**src/rtl/mxv_compute_sched.sv**
```systemverilog
// Pass/column/row sequencer for the 4-processor matrix x vector datapath.
// Optional stall watchdog: define MXV_SCHED_TIMEOUT_EN (limit set by TO_CYC).
module mxv_compute_sched #(
  parameter int NMAX   = 8,
  parameter int NPROC  = 4,
  parameter int TO_CYC = 1024
) (
  input  logic            clk,
  input  logic            rst,
  input  logic            start,
  input  logic [3:0]      size,
  input  logic [NMAX-1:0] matrix_empty,
  input  logic            vector_empty,
  input  logic            result_full,
  output logic [NMAX-1:0] pop_matrix,
  output logic            pop_vector,
  output logic            push_vector,
  output logic            mx_a_sltr,
  output logic            mx_b_sltr,
  output logic            mx_c_sltr,
  output logic            mx_d_sltr,
  output logic            clr_proc,
  output logic            ena_proc_a,
  output logic            ena_proc_b,
  output logic            ena_proc_c,
  output logic            ena_proc_d,
  output logic [1:0]      res_sltr,
  output logic            push_result,
  output logic            busy,
  output logic            done,
  output logic            error,
  output logic [2:0]      fsm_state
);

  typedef enum logic [2:0] {
    S_IDLE  = 3'd0,
    S_CLR   = 3'd1,
    S_LOAD  = 3'd2,
    S_DRAIN = 3'd3,
    S_STORE = 3'd4,
    S_NEXT  = 3'd5,
    S_DONE  = 3'd6
  } state_t;

  state_t           state;
  logic [3:0]       n_q;
  logic             pass_q;
  logic [3:0]       col_q;
  logic [1:0]       row_q;
  logic [NPROC-1:0] ena_q;

  logic [NPROC-1:0] act_mask;
  logic [NMAX-1:0]  need_mask;
  logic [2:0]       n_active;
  logic             load_ok;
  logic             store_ok;
  logic             recirc;
  logic             last_col;
  logic             last_row;
  logic             size_ok;
  logic             timeout_hit;

  // Row k of the current pass is live when 4*pass + k < N.
  always_comb begin
    act_mask  = '0;
    need_mask = '0;
    for (int k = 0; k < NPROC; k++) begin
      act_mask[k] = ({1'b0, pass_q, 2'(k)} < n_q);
      if (pass_q) need_mask[NPROC + k] = act_mask[k];
      else        need_mask[k]         = act_mask[k];
    end
  end

  assign n_active = pass_q ? 3'(n_q - 4'd4) : ((n_q > 4'd4) ? 3'd4 : 3'(n_q));
  assign recirc   = !pass_q && (n_q > 4'd4);
  assign last_col = (col_q == n_q - 4'd1);
  assign last_row = ({1'b0, row_q} == n_active - 3'd1);
  assign size_ok  = (size != 4'd0) && (size <= 4'(NMAX));

  // All-or-nothing column step: pops fire only when every needed FIFO has data.
  assign load_ok  = (state == S_LOAD) && !vector_empty && ((matrix_empty & need_mask) == '0);
  assign store_ok = (state == S_STORE) && !result_full;

  // Flow-control strobes follow the same-cycle empty/full flags; the rest are registered.
  assign pop_matrix  = load_ok ? need_mask : '0;
  assign pop_vector  = load_ok;
  assign push_vector = load_ok && recirc;
  assign push_result = store_ok;

  assign mx_a_sltr  = pass_q;
  assign mx_b_sltr  = pass_q;
  assign mx_c_sltr  = pass_q;
  assign mx_d_sltr  = pass_q;
  assign ena_proc_a = ena_q[0];
  assign ena_proc_b = ena_q[1];
  assign ena_proc_c = ena_q[2];
  assign ena_proc_d = ena_q[3];
  assign res_sltr   = row_q;
  assign fsm_state  = state;

`ifdef MXV_SCHED_TIMEOUT_EN
  localparam int TW = $clog2(TO_CYC + 1);
  logic [TW-1:0] stall_q;
  logic          stalled;

  assign stalled     = ((state == S_LOAD) && !load_ok) || ((state == S_STORE) && result_full);
  assign timeout_hit = stalled && (stall_q == TW'(TO_CYC - 1));

  always_ff @(posedge clk) begin
    if (rst) stall_q <= '0;
    else     stall_q <= (stalled && !timeout_hit) ? stall_q + TW'(1) : '0;
  end
`else
  logic unused_to_cyc;
  assign unused_to_cyc = (TO_CYC > 0);
  assign timeout_hit   = 1'b0;
`endif

  always_ff @(posedge clk) begin
    if (rst) begin
      state    <= S_IDLE;
      n_q      <= '0;
      pass_q   <= 1'b0;
      col_q    <= '0;
      row_q    <= '0;
      ena_q    <= '0;
      clr_proc <= 1'b0;
      busy     <= 1'b0;
      done     <= 1'b0;
      error    <= 1'b0;
    end else begin
      clr_proc <= 1'b0;
      done     <= 1'b0;
      error    <= 1'b0;
      // MAC enable trails the pop by one cycle, matching FIFO read latency.
      ena_q    <= load_ok ? act_mask : '0;
      if (timeout_hit) begin
        state  <= S_IDLE;
        error  <= 1'b1;
        busy   <= 1'b0;
        pass_q <= 1'b0;
        col_q  <= '0;
        row_q  <= '0;
      end else begin
        case (state)
          S_IDLE: begin
            if (start) begin
              if (size_ok) begin
                n_q      <= size;
                pass_q   <= 1'b0;
                col_q    <= '0;
                row_q    <= '0;
                clr_proc <= 1'b1;
                busy     <= 1'b1;
                state    <= S_CLR;
              end else begin
                error <= 1'b1;
              end
            end
          end
          S_CLR: begin
            col_q <= '0;
            state <= S_LOAD;
          end
          S_LOAD: begin
            if (load_ok) begin
              if (last_col) begin
                col_q <= '0;
                state <= S_DRAIN;
              end else begin
                col_q <= col_q + 4'd1;
              end
            end
          end
          S_DRAIN: begin
            row_q <= '0;
            state <= S_STORE;
          end
          S_STORE: begin
            if (store_ok) begin
              if (last_row) begin
                row_q <= '0;
                if (recirc) begin
                  state <= S_NEXT;
                end else begin
                  pass_q <= 1'b0;
                  busy   <= 1'b0;
                  done   <= 1'b1;
                  state  <= S_DONE;
                end
              end else begin
                row_q <= row_q + 2'd1;
              end
            end
          end
          S_NEXT: begin
            pass_q   <= 1'b1;
            clr_proc <= 1'b1;
            state    <= S_CLR;
          end
          S_DONE: begin
            state <= S_IDLE;
          end
          default: begin
            state <= S_IDLE;
            busy  <= 1'b0;
          end
        endcase
      end
    end
  end

endmodule

```
**config.mk**
```make
export PLATFORM = sky130hd
export DESIGN_NAME = mxv_compute_sched
export DESIGN_NICKNAME = d
export VERILOG_FILES = /design/src/rtl/mxv_compute_sched.sv
export SDC_FILE = /design/constraint.sdc
export NUM_CORES = 1
export LEC_CHECK = 0
export ABC_CLOCK_PERIOD_IN_PS = 2700
export BUFFER_PORTS_ARGS = -buffer_cell sky130_fd_sc_hd__buf_4
export CAP_MARGIN = 20
export CORE_MARGIN = 2
export CORE_UTILIZATION = 46
export DETAILED_ROUTE_END_ITERATION = 16
export PLACE_DENSITY = 0.83
export SLEW_MARGIN = 20
export SYNTH_ARGS = -nofsm -noshare
export SYNTH_HDL_FRONTEND = slang
export SYNTH_SLANG_ARGS = --single-unit
```
**constraint.sdc**
```tcl
create_clock -name clk -period 2.7 [get_ports clk]
set_clock_uncertainty 0.1 [all_clocks]
set_input_delay 0.54 -clock clk [delete_from_list [all_inputs] [get_ports clk]]
set_output_delay 0.54 -clock clk [all_outputs]
set_load 0.01 [all_outputs]
```
# Word level (Yosys, flattened, before mapping)
# Index checks and enable logic that the tools add are counted.
# Widths: inputs -> output; s select.
[op_classes]
n_addsub = 5
order_cmp = 6
eq_ne = 15
n_mux = 43
bitwise = 8
n_reduce_logical = 25
[op_table]
columns = ["op", "count"]
rows = [
  ["$mux 3", 8],
  ["$mux 1", 19],
  ["$pmux 3 s6", 1],
  ["$reduce_and 6->1", 3],
  ["$lt 3x4->1", 4],
  ["$mux 4", 4],
  ["$ne 2x2->1 const B", 7],
  ["$pmux 4 s3", 1],
  ["$mux 2", 5],
  ["$eq 3x3->1 const B", 3],
  ["$reduce_bool 3->1", 3],
  ["$and 8x8->8", 1],
  ["$logic_not 8->1", 1],
  ["$mux 8", 1],
  ["$reduce_and 4->1", 2],
  ["$not 1->1", 7],
  ["$eq 3x2->1 const B", 2],
  ["$logic_and 1x1->1", 6],
  ["$pmux 1 s3", 2],
  ["$pmux 2 s3", 1],
  ["$reduce_or 5->1", 1],
  ["$add 4x1->4 const B", 1],
  ["$eq 4x4->1", 1],
  ["$gt 4x3->1 const B", 1],
  ["other kinds (15)", 17],
]
[totals]
ff_bits = 22
in_bits = 17
out_inout_bits = 28
wordCells = 112

# Logic depth before layout (Yosys ltp)
# Gate-level depths: netlist of the first run.
[depth]
depth_word = 8
mapped_depth = 11
mapped_depth_nobuf = 11

# Worst setup path after synthesis of the first run
# Ideal clock, no wire load.
[synth_path]
path_type = "reg2out"
startpoint = "reg pass_q (netlist: mx_a_sltr)"
endpoint = "out pop_matrix[4]"
arrival_time_ns = 2.125
t_required_ns = 2.060
path_slack_ns = -0.065
path_stages_with_launch = 11
path_buffers = 1
cell_sequence = "dfxtp_1 > buf_2 > inv_2 > ha_1 > nor2b_1 > o21ba_2 > o31a_2 > nand3_2 > nor2_2 > nand2_1 > nor2_1"
[synth_via]
elab_chain_len = 6
word_cells_on_any_way = 16
cone_classes = "4 x order compare; 9 x mux; 1 x bitwise; 2 x reduce/logical"
[synth_lines]
columns = ["item", "line", "rtl"]
rows = [
  ["start, declared", "47", "logic pass_q;"],
  ["start signal, assigned", "123", "pass_q <= 1'b0;"],
  ["start signal, assigned", "141", "pass_q <= 1'b0;"],
  ["start signal, assigned", "150", "pass_q <= 1'b0;"],
  ["$lt 3x4->1", "68", "act_mask[k] = ({1'b0, pass_q, 2'(k)} < n_q);"],
  ["$mux 1", "69", "if (pass_q) need_mask[NPROC + k] = act_mask[k];"],
  ["$and 8x8->8 *", "81", "assign load_ok = (state == S_LOAD) && !vector_empty && ((matrix_empty & need_mask) == '0);"],
  ["$logic_not 8->1 *", "81", ""],
  ["$logic_and 1x1->1 *", "81", ""],
  ["net pop_vector", "16", "output logic pop_vector,"],
  ["$mux 8 *", "85", "assign pop_matrix = load_ok ? need_mask : '0;"],
  ["end, declared", "15", "output logic [NMAX-1:0] pop_matrix,"],
]
# Mark *: on every way through the listed nets, which the timed path passes. The rest lies on a longest branch.

# Worst setup path after layout of the first run
[layout_path]
startpoint = "reg pass_q (netlist: mx_a_sltr)"
endpoint = "out pop_matrix[7]"
[layout_via]
elab_chain_len = 6
word_cells_on_any_way = 16
cone_classes = "4 x order compare; 9 x mux; 1 x bitwise; 2 x reduce/logical"
[layout_lines]
columns = ["item", "line"]
rows = [
  ["$lt 3x4->1", "68"],
  ["$mux 1", "69"],
  ["$and 8x8->8", "81"],
  ["$logic_not 8->1", "81"],
  ["$logic_and 1x1->1", "81"],
  ["$mux 8 *", "85"],
]
# Every way passes the cells marked *; elsewhere a longest branch is shown, timed or not.

==> results of run 1 <==
## path summary, 6_finish.rpt
| check | from | to | slack, ns | cells after the start |
|---|---|---|---|---|
| min | size[1] | n_q[1] | 0.36 | 3 |
| max | mx_a_sltr | pop_matrix[7] | -0.02 | 10 |
| min reg2reg | col_q[3] | col_q[3] | 0.42 | 2 |
| max reg2reg | n_q[1] | fsm_state[0] | 0.21 | 11 |
## flip-flops by register name (all words and copies together) (netlist names)
signal     cells
done           1
error          1
res_sltr       2
busy           1
ena_q          4
mx_a_sltr      1
clr_proc       1
fsm_state      3
col_q          4
n_q            4
## synth_stat cells (2+ instances only)
cell type   n
nor2_1     21
ha_1        6
buf_2       3
inv_2       2
o21a_1      2
a21oi_1    12
buf_6       2
nor2b_1     5
buf_4       4
nor3_1      4
dfxtp_1    22
clkbuf_1    2
mux2i_1     4
nand2_1    17
inv_1       6
nor2_2      2
nand3_1     3
and3_1      3
o21ai_0     5
nand2b_1    6
a211oi_1    2
o211ai_1    2
a31oi_1     4
and2_1      2
xnor2_1     8
o21ai_1     2
nor4b_1     2
## metrics by stage
step | util | worst slack (ns)
6_report | 0.6874 | -0.02031
5_1_grt | 0.6874 | -0.1047
4_1_cts | 0.6496 | -0.006425
3_5_place_dp | 0.6203 | 0.1823
3_3_place_gp | 0.6203 | 0.2182
2_1_floorplan | - | 0.005739
## what timing repair did
item / CTS / global route
gates resized for setup: 10 / 16
buffers inserted: 3 / 7
pin swaps: 4 / 9
endpoints found under the setup margin: 10 / 10
endpoints found under the hold margin: 0 / 0
## routing by layer
metal | routed length [um] | part of all wire | vias up | GRT usage
met5 | 0 | 0 | - | 0
met3 | 207 | 0.052 | 15 | 0.03361
met2 | 2057 | 0.51 | 51 | 0.3313
li1 | - | - | 754 | -
met4 | 129 | 0.032 | 0 | 0.07453
met1 | 1619 | 0.40 | 685 | 0.2551
## power groups by stage
stage	Combinational [mW]	Clock (mW)	Sequential, mW
floorplan	0.151	0	0.354
global placement	0.213	0	0.352
detailed placement	0.215	0	0.352
CTS	0.223	0.157	0.345
global route	0.268	0.173	0.348
finish	0.247	0.153	0.346
## layout make-up
cell class / count / share of cell area
Tap cell: 44 / 0.02602
Sequential cell: 22 / 0.2117
Inverter: 8 / 0.01419
Timing Repair Buffer: 65 / 0.2413
Multi-Input combinational cell: 141 / 0.4962
Clock buffer: 3 / 0.01064
## kinds of logic (layout without fill, tap and decap cells)
logic type      after synthesis  count (layout)  synth area share
compound gates               42              42            0.2012
xor+xnor                     10              10           0.06292
fa+ha+maj                     6               6           0.04967
buf+inv                      19              76           0.06954
flops                        22              22            0.2914
mux                           4               4           0.02649
simple gates                 79              79            0.2989
## worst min-delay path: stages
cell and delay [ns]:
buf_4 0.09, mux2i_1 0.05, nor2_1 0.07
==> results.cfg, run 1 <==
[clocking]
cts_hold_buf = 0
cts_buffer_depth = 2
cts_made_buffers = 3
tritoncts = yes
clkSinkCount = 22
clk_latency_ns = 0.32
path_clk_slew_ns = 0.12
htreeDepth = 1
cts-root-buf = clkbuf_4

[layout]
layout_common_cells = 60 x buf_4, 21 x nor2_1, 18 x dfxtp_1
fillers = 258
n_antenna_cell = 0
final_common_cell = buf_4
layoutNonFillerInstCount = 283
area_growth_pct = 39.98
postLayoutCellArea_um2 = 2116
seqCellArea_um2 = 447.9
drive_gt1_frac = 0.4310
fin_nets = 264
multi_input_area_um2 = 1050

[setup_path]
slowest_stage = dfxtp_2
crit_buf_inv = 3
start_kind = flop
critPathRequiredTime_ns = 2.06
end_kind = primary output
slowest_delay_ns = 0.38
path_max_fanout = 4
arrival_ns = 2.08
cp_top_family = simple AND/OR/NAND/NOR gates
path_class = flop to primary output
path_cells = inv_2, ha_4, nor2b_4, nor2_1, nand2_1, a31oi_1, buf_4, nor2_4, and3_4, buf_6

[power_and_ir_drop]
p_per_area_nw_per_um2 = 352.8
p_switching_uw = 239.0
vdd_drop_max_v = 0.0001823
p_leak_nw = 0.8940
p_sw_frac = 0.3202
seq_power_share = 0.464
comb_power_share = 0.331
total_power_uw = 746.5
p_clk_frac = 0.206
p_int_uw = 507.5

[logic_synthesis]
syn-num-nets = 205
synth_top_area_share = 0.2914
ys_warn_count = 0
avgSynthCellArea_um2 = 8.305
synth_area_leaders = dfxtp_1 29%, nor2_1 5.2%, ha_1 5.0%
syn-cell-area_um2 = 1511
ys_types = 56
synthFlopType = dfxtp_1
synthCells = 182
async_flop_share = 0
seq_area_frac_synth = 0.2914
yosysTopAreaCell = dfxtp_1
synth-edff-count = 0
synth_seq_cells = 22

[sta]
grt_setup_unrepaired = true
finalMaxSlewViolations = 0
max_freq_mhz = 367.6
worst_pin_slew_ns = 0.5495
finalSetupTns_ns = -0.06568
period_needed_ns = 2.720
fin_hold_ws_ns = 0.3595
hold_viol = 0
setup_viol = 5
fin_ws_ns = -0.02031
finalCritPeriodShare = 1.008
max-slew-margin-rel = 0.6332

[global_routing]
antenna_found_initial = 0
grt_overflow_total = 0
grt_usage = 0.1982
first_global_vias = 1287
grt_pass1_wl_mm = 5.637
grt_max_degree = 23

[die]
die_area_um2 = 3760
initial_core_util = 0.4911
io_pins = 45
rows = 20
fp.dieW_um = 61.32
core_area_um2 = 3078
die_h_um = 61.32

[placed_design]
routabilityCongestion = 0.8461
placed_area_um2 = 1909
io_buffers = 44
hpwlAfterDp_mm = 2.589
dp.cells = 270

[hold_path]
min_path_type = primary input to flop

[detailed_routing]
wl_per_cell_um = 14.18
routed_via_density = 5.318
drt_wl_total_mm = 4.013
drtPass1Iterations = 4
drc = 0
ant_nets = 0
drtIter0Drc = 111
num_vias = 1505

[run]
drv_cap = 0

[outcome]
status = finished, violations left
violations = setup timing
No activity file was read; power rests on OpenSTA's default activity.
==> run 2, diff against run 1 <==
--- a/config.mk
+++ b/config.mk
@@ -11,7 +11,8 @@
 export CORE_MARGIN = 2
 export CORE_UTILIZATION = 46
 export DETAILED_ROUTE_END_ITERATION = 16
-export PLACE_DENSITY = 0.83
+export PLACE_DENSITY = 0.77
+export REMOVE_ABC_BUFFERS = 1
 export SLEW_MARGIN = 20
 export SYNTH_ARGS = -nofsm -noshare
 export SYNTH_HDL_FRONTEND = slang
==> run 2 against run 1 <==
The run still ends with setup timing left. Combinational power fell by 4%. Power rose by 3.6%. Sequential share of layout area up 0.37 points. Global-route usage up 3.4 points. Non-clock buffer count shrank 5. Die area is the same. Critical path depth decreased by 1. Worst hold slack improved by 0.011 ns. Register-to-register slack about the same. Sequential cell count unchanged. Utilization decreased by 1.5 points. Largest cell class unchanged.
==> results.cfg, run 2 (synthesis results as in run 1) <==
[global_routing]
grt_pass1_wl_mm = 6.527
antenna_found_initial = 0
grt_max_degree = 23
grt_overflow_total = 0
use_met2 = 0.4119
grt_use_met3 = 0.02941
first_global_vias = 1485
grt_usage = 0.2323
grt_use_met1 = 0.2819
busiest_layer = met2

[setup_path]
reg2regPathDepth = 11
r2r_start = n_q[0]
slowest_delay_ns = 0.37
crit_buf_inv = 2
start_kind = flop
cp_top_family = compound AO/OA/AOI/OAI gates
slowest_stage = dfxtp_2
path_max_fanout = 3
arrival_ns = 2.07
crit_cells = 9
critPathRequiredTime_ns = 2.06
crit_start = mx_a_sltr
path_cells = inv_2, ha_4, nor2b_4, o21ba_4, o31a_4, nand3_4, nor2_4, and3_1, buf_4
path_class = flop to primary output
end_kind = primary output

[layout]
drive_gt1_frac = 0.4043
fin_nets = 259
multi_input_area_um2 = 1044
fin_util = 0.6720
final_common_cell = buf_4
fillers = 279
area_growth_pct = 36.84
layout_common_cells = 59 x buf_4, 21 x nor2_1, 20 x dfxtp_1
n_antenna_cell = 0
postLayoutCellArea_um2 = 2068
largest_registers = col_q (4), ena_q (4), n_q (4)
seqCellArea_um2 = 445.4

[outcome]
violations = setup timing
status = finished, violations left

[placed_design]
place_ws_ns = 0.1295
hpwlAfterDp_mm = 2.867
io_buffers = 44
placed_area_um2 = 1904
routabilityCongestion = 0.8351

[clocking]
path_clk_slew_ns = 0.14
clkSinkCount = 22
tritoncts = yes
cts_hold_buf = 0
cts_buffer_depth = 2
cts-root-buf = clkbuf_4
htreeDepth = 1
clk_latency_ns = 0.32
cts_made_buffers = 3

[run]
drv_cap = 0

[die]
core_area_um2 = 3078
io_pins = 45
die_h_um = 61.32
fp.dieW_um = 61.32
rows = 20
initial_core_util = 0.4911
die_area_um2 = 3760

[sta]
worst_pin_slew_ns = 0.5052
setup_viol = 1
max_freq_mhz = 369.0
fin_ws_ns = -0.009706
max-slew-margin-rel = 0.6608
grt_setup_unrepaired = true
period_needed_ns = 2.710
finalCritPeriodShare = 1.004
hold_viol = 0
finalSetupTns_ns = -0.009706
finalMaxSlewViolations = 0

[power_and_ir_drop]
p_per_area_nw_per_um2 = 374.1
vdd_drop_max_v = 0.0002144
p_leak_nw = 0.8716

[hold_path]
hold_start = size[2]
min_path_type = primary input to flop
hold-path-cell-count = 3

[detailed_routing]
drtPass1Iterations = 4
num_vias = 1507
drt_wl_total_mm = 3.969
drc = 0
ant_nets = 0
routed_via_density = 5.401
wl_per_cell_um = 14.23
drtIter0Drc = 55
==> run 2: metrics by stage <==
step                      hold WS (ns)  instances  power, mW
after CTS                       0.3609        279     0.7769
after detailed placement        0.4006        270     0.5701
final                           0.3706        279     0.7738
after global routing            0.3783        279     0.8178
after floorplan                 0.3753        171     0.4926
after global placement          0.3967        270     0.5665
==> run 2: final timing paths <==
| check | to | slack [ns] |
|---|---|---|
| worst min-delay path | n_q[2] | 0.37 |
| worst max-delay path | pop_matrix[7] | -0.01 |
| worst max register to register | fsm_state[0] | 0.20 |
| worst min register to register | col_q[3] | 0.42 |
==> run 2: tightest hold or removal path, stage by stage <==
cell and delay, ns:
buf_4 0.08, mux2i_1 0.06, nor2_1 0.07
==> run 2: timing repair <==
| item | CTS | global route |
|---|---|---|
| resized for setup | 13 | 6 |
| buffers inserted | 5 | 0 |
| pin swaps | 5 | 3 |
| endpoints found under the setup margin | 10 | 12 |
==> run 2: per-layer routing <==
layer  wire length, um  vias up
met3               200        8
li1                  -      742
met1              1670      706
met2              2036       51
met4                61        0
met5                 0        -
==> run 2: layout make-up <==
type,instances,area share
Multi-Input combinational cell,141,0.5045
Timing Repair Buffer,60,0.2214
Sequential cell,22,0.2154
Tap cell,44,0.02662
Clock buffer,4,0.01754
Inverter,8,0.01452
==> run 2: power by group <==
part / switching, mW / internal, mW / leakage (nW) / total [mW]
clock network: 0.109 / 0.0825 / 0.0210 / 0.192
registers: 0.00981 / 0.335 / 0.179 / 0.345
logic: 0.125 / 0.112 / 0.671 / 0.237
total: 0.244 / 0.530 / 0.872 / 0.774
